==> config.mk <==
export PLATFORM = sky130hd
export DESIGN_NAME = dot2_mac_pipeline
export DESIGN_NICKNAME = d
export VERILOG_FILES = /design/src/rtl/dot2_pkg.sv /design/src/rtl/dot2_mul_stage.sv /design/src/rtl/dot2_mac_pipeline.sv
export SDC_FILE = /design/constraint.sdc
export NUM_CORES = 2
export LEC_CHECK = 0
export ABC_AREA = 1
export BUFFER_PORTS_ARGS = -buffer_cell sky130_fd_sc_hd__buf_2
export CORE_MARGIN = 2
export CORE_UTILIZATION = 42
export CTS_BUF_LIST = sky130_fd_sc_hd__clkbuf_16
export CTS_CLUSTER_SIZE = 24
export DETAILED_ROUTE_END_ITERATION = 8
export HOLD_SLACK_MARGIN = 0.02
export MAX_ROUTING_LAYER = met4
export PLACE_DENSITY_LB_ADDON = 0.15
export SYNTH_ARGS = -nofsm -noshare
export SYNTH_HDL_FRONTEND = slang
export SYNTH_SLANG_ARGS = --single-unit
==> constraint.sdc <==
create_clock -name clk -period 2.1 [get_ports clk]
set_input_delay 0.42 -clock clk [delete_from_list [all_inputs] [get_ports clk]]
set_output_delay 0.42 -clock clk [all_outputs]
set_load 0.02 [all_outputs]
==> src/rtl/dot2_pkg.sv <==
// Shared constants for the two-term dot-product pipeline.
// LATENCY follows the DOT2_INPUT_REG_EN build option so benches can align expectations.
package dot2_pkg;

    localparam int DOT2_WIDTH = 32;

`ifdef DOT2_INPUT_REG_EN
    localparam int LATENCY = 3;
`else
    localparam int LATENCY = 2;
`endif

endpackage

==> src/rtl/dot2_mul_stage.sv <==
// Registered truncating unsigned multiplier: p = (a*b) mod 2^WIDTH, one cycle latency.
// The product and the valid flag both clear on reset.
module dot2_mul_stage #(
    parameter int WIDTH = 32
) (
    input  logic             clk,
    input  logic             rst_n,
    input  logic             in_valid,
    input  logic [WIDTH-1:0] a,
    input  logic [WIDTH-1:0] b,
    output logic             out_valid,
    output logic [WIDTH-1:0] p
);

    // Only the low WIDTH bits of the product are kept; upper bits are dropped.
    always_ff @(posedge clk or negedge rst_n) begin
        if (!rst_n) begin
            p         <= '0;
            out_valid <= 1'b0;
        end else begin
            p         <= a * b;
            out_valid <= in_valid;
        end
    end

endmodule

==> src/rtl/dot2_mac_pipeline.sv <==
// Streaming C = A1*B1 + A2*B2 (unsigned, mod 2^WIDTH), one operand set per clock, no stalls.
// Define DOT2_INPUT_REG_EN to add an input register stage (latency 3 instead of 2).
module dot2_mac_pipeline
    import dot2_pkg::*;
#(
    parameter int WIDTH = DOT2_WIDTH
) (
    input  logic             clk,
    input  logic             rst_n,
    input  logic             in_valid,
    input  logic [WIDTH-1:0] A1,
    input  logic [WIDTH-1:0] B1,
    input  logic [WIDTH-1:0] A2,
    input  logic [WIDTH-1:0] B2,
    output logic             out_valid,
    output logic [WIDTH-1:0] C
);

    logic [WIDTH-1:0] a1_s, b1_s, a2_s, b2_s;
    logic             vin_s;

`ifdef DOT2_INPUT_REG_EN
    always_ff @(posedge clk or negedge rst_n) begin
        if (!rst_n) begin
            a1_s  <= '0;
            b1_s  <= '0;
            a2_s  <= '0;
            b2_s  <= '0;
            vin_s <= 1'b0;
        end else begin
            a1_s  <= A1;
            b1_s  <= B1;
            a2_s  <= A2;
            b2_s  <= B2;
            vin_s <= in_valid;
        end
    end
`else
    assign a1_s  = A1;
    assign b1_s  = B1;
    assign a2_s  = A2;
    assign b2_s  = B2;
    assign vin_s = in_valid;
`endif

    logic [WIDTH-1:0] p1, p2;
    logic             v1_a, v1_b;

    dot2_mul_stage #(.WIDTH(WIDTH)) u_mul1 (
        .clk       (clk),
        .rst_n     (rst_n),
        .in_valid  (vin_s),
        .a         (a1_s),
        .b         (b1_s),
        .out_valid (v1_a),
        .p         (p1)
    );

    dot2_mul_stage #(.WIDTH(WIDTH)) u_mul2 (
        .clk       (clk),
        .rst_n     (rst_n),
        .in_valid  (vin_s),
        .a         (a2_s),
        .b         (b2_s),
        .out_valid (v1_b),
        .p         (p2)
    );

    // Both multipliers see the same valid, so either flag would do; ANDing keeps both in use.
    logic v1;
    assign v1 = v1_a & v1_b;

    // Add stage: carry out of the sum is dropped.
    always_ff @(posedge clk or negedge rst_n) begin
        if (!rst_n) begin
            C         <= '0;
            out_valid <= 1'b0;
        end else begin
            C         <= p1 + p2;
            out_valid <= v1;
        end
    end

endmodule

==> flow_summary.toml <==
[status]
status = "complete, but fails checks"
violations = "negative setup slack"

[sta]
fin_skew_ns = 0.0199
tightest_slew_ns = 0.667
final_hold_viol_count = 0
finalSetupViolCount = 65
setup_tns_ns = -185.96
max_freq_mhz = 165
fin_crit_ns = 6.07
rsz0062_at_grt = "yes"
fin_ws_ns = -3.97
relSlewSlack_pct = 55.2
period_share_pct = 289
slew_viol_final = 0
hold_slack_ns = 0.152

[floorplan]
dieHeight_microns = 301
fp.dieArea_sq_um = 90500
die_width_microns = 301
rows = 108
io_pins = 164
core_sq_um = 87000
start_util_pct = 42.5

[setup_path]
cp-end-kind = "flip-flop"
rr_startpoint = "u_mul1.p[0]"
cp.arrival_ns = 6.32
cp_common_cell = "fa_1"
critPathMaxStageDelay_ns = 0.52
reg2regPathDepth = 12
crit_path_max_fanout = 5
crit_required_ns = 2.36
cp_slowest_cell = "fa_1"
r2r_setup_slack_ns = -0.47
worstSetupPathType = "in -> reg"
cp-start-kind = "input port"
r2r_end = "C[28]"

[logic_synthesis]
yosys_register_bits = 98
synthSimpleGateAreaFrac_pct = 17.1
avgSynthCellArea_sq_um = 7.77
synth.distinct_cells = 48
synth-xor-area-share_pct = 2.72
synth_fa_ha_area_share_pct = 53.6
yosys.area.top_type = "fa_1"
synth_cells = 4764
ys_warn_count = 0
synth_edf_count = 0
ys.flop_type = "dfrtp_1"
synth_top_family_by_area = "adder cells"
synthArstFlopShare_pct = 100
synth_mux_area_share_pct = 0
seq_area_frac_synth_pct = 6.63
synth_area_leaders = "fa_1 (44%), inv_1 (15%), nand2_1 (14%), ha_1 (9.4%), dfrtp_1 (6.6%)"
synth_nets = 5989
synth_area_sq_um = 37000
synth_compound_area_share_pct = 2.78
synth_top_area_share_pct = 44.2

[drt]
drt-total-wl_microns = 110000
drt_iter0_drc = 1681
avgViaCountPerCell = 4.72
routedWlPerCell_microns = 16.8
drc = 0
drt_pre_antenna_iters = 5
dr_total_vias = 30900
ant_nets = 0

[clocking]
root_buffer = "clkbuf_16"
cts_sinks = 98
cts-htree-levels = 3
clk_path_buf_depth = 2
cts.clk_slew.worst_paths_ns = 0.07
clock_latency_ns = 0.38
cts-buffers-inserted = 9
tritoncts = "done"

[run]
cap_violations = 0

[finish]
drive_gt1_share_pct = 25.7
multi_input_area_sq_um = 31400
stdcell_area_sq_um = 48600
seq_area_sq_um = 2450
fin_nets = 6616
area_growth_pct = 31.4
num-fill-cells = 7996

[hold_path]
hp-class = "in -> reg"
hold_depth = 1
holdPathEnd = "u_mul2.out_valid"
hp-start = "in_valid"

[placement]
dp_hpwl_microns = 92500
place_congestion = 0.916
port_buffers = 163
placed_area_sq_um = 43800

[global_routing]
grt_overflow = 0
grt_pass1_wl_microns = 176000
grt_pass1_vias = 33000
grt_max_degree = 62
antenna_found_initial = 2
grt_use_total_pct = 25.8
final cells by class:
cell class	count	share of cell area (%)
clock inverters	7	0.167
inverters	1467	11.3
well taps	1155	2.97
repair buffers	822	15.4
multi-input cells	2993	64.6
diodes	1	0.00514
clock buffers	9	0.463
flip-flops and latches	98	5.04
placed cells by master, fill, tap and decap left out, types with 16 or more instances in the layout:
master	synthesis	routed
ha_1	277	163
inv_1	1463	1372
nand3_2	0	16
nand3b_1	17	17
nand2_1	1412	1314
buf_2	37	88
buf_4	6	518
a21oi_1	77	22
a21o_1	19	19
fa_2	0	58
xor2_1	73	56
nand3_1	104	81
nor2_1	47	34
a21oi_4	0	17
a21oi_2	3	41
buf_12	0	46
xnor2_1	42	28
buf_6	4	119
nand2_4	0	37
inv_2	3	92
buf_8	0	33
nand2_2	6	67
ha_4	0	112
dfrtp_1	98	97
fa_1	817	759
logic make-up after synthesis:
group                    after synthesis
buffers and inverters               1673
AND/OR/NAND/NOR                     1612
adder cells (fa/ha/maj)             1094
AO/OA/AOI/OAI                        172
XOR/XNOR                             115
flip-flops                            98
worst max-delay path, delay by kind of cell:
kind	cells	cell delay, ns
compound gates	1	0.05
simple gates	6	0.65
xor+xnor	1	0.14
buf+inv	10	0.79
fa+ha+maj	9	4.25
flip-flops by register name, indices dropped and copies added, names as in the netlist:
| signal | count |
|---|---|
| u_mul1.p | 32 |
| C | 32 |
| out_valid | 1 |
| u_mul2.p | 32 |
| u_mul2.out_valid | 1 |
Yosys cell counts (4+ instances only):
| cell type | count |
|---|---|
| xnor2_1 | 42 |
| nor3_1 | 10 |
| buf_1 | 25 |
| a31oi_1 | 14 |
| o21bai_1 | 8 |
| a21o_1 | 19 |
| inv_1 | 1463 |
| nand3_1 | 104 |
| o21ai_0 | 28 |
| ha_1 | 277 |
| nand2_1 | 1412 |
| dfrtp_1 | 98 |
| nand2_2 | 6 |
| nand4_1 | 9 |
| nand3b_1 | 17 |
| clkbuf_1 | 132 |
| nor2_1 | 47 |
| a21oi_1 | 77 |
| buf_4 | 6 |
| xor2_1 | 73 |
| buf_2 | 37 |
| fa_1 | 817 |
| buf_6 | 4 |
metal layers:
layer  GRT usage, %  routed length, microns  vias up  share of wire [%]
met5              -                       0        -                  0
met1           34.3                   48100    15500                 44
met3           2.92                    5220      138                4.8
li1               -                       -    14600                  -
met2           42.6                   53700      690                 49
met4           5.91                    2960        0                2.7
how the worst max path moves through the flow:
stage | start | to | slack [ns] | cells past startpoint
floorplan | B1[7] | u_mul1.p[25] | -4.08 | 26
global placement | B1[2] | u_mul1.p[25] | -4.63 | 26
detailed placement | B1[2] | u_mul1.p[25] | -4.65 | 26
CTS | B1[3] | u_mul1.p[29] | -3.92 | 27
global route | B1[3] | u_mul1.p[25] | -4.11 | 26
finish | B1[3] | u_mul1.p[29] | -3.97 | 27
stage by stage:
| step | util [%] | setup slack [ns] | std cells |
|---|---|---|---|
| floorplan | - | -4.08 | 4764 |
| global placement | 50.3 | -4.63 | 6441 |
| detailed placement | 50.3 | -4.65 | 6441 |
| CTS | 53.8 | -3.92 | 6520 |
| global route | 55.9 | -4.11 | 6552 |
| finish | 55.9 | -3.97 | 6552 |
timing repair:
| action | CTS | global route |
|---|---|---|
| resized for setup | 497 | 376 |
| endpoints found under the setup margin | 73 | 76 |
| endpoints found under the hold margin | 3 | 0 |
| hold buffers | 1 | 0 |
| buffers inserted | 61 | 44 |
| pin swaps | 252 | 235 |
| cloned | 6 | 4 |
Power is not shown: default switching activity piles up to over one toggle a cycle in this logic, so the estimate is an artifact.
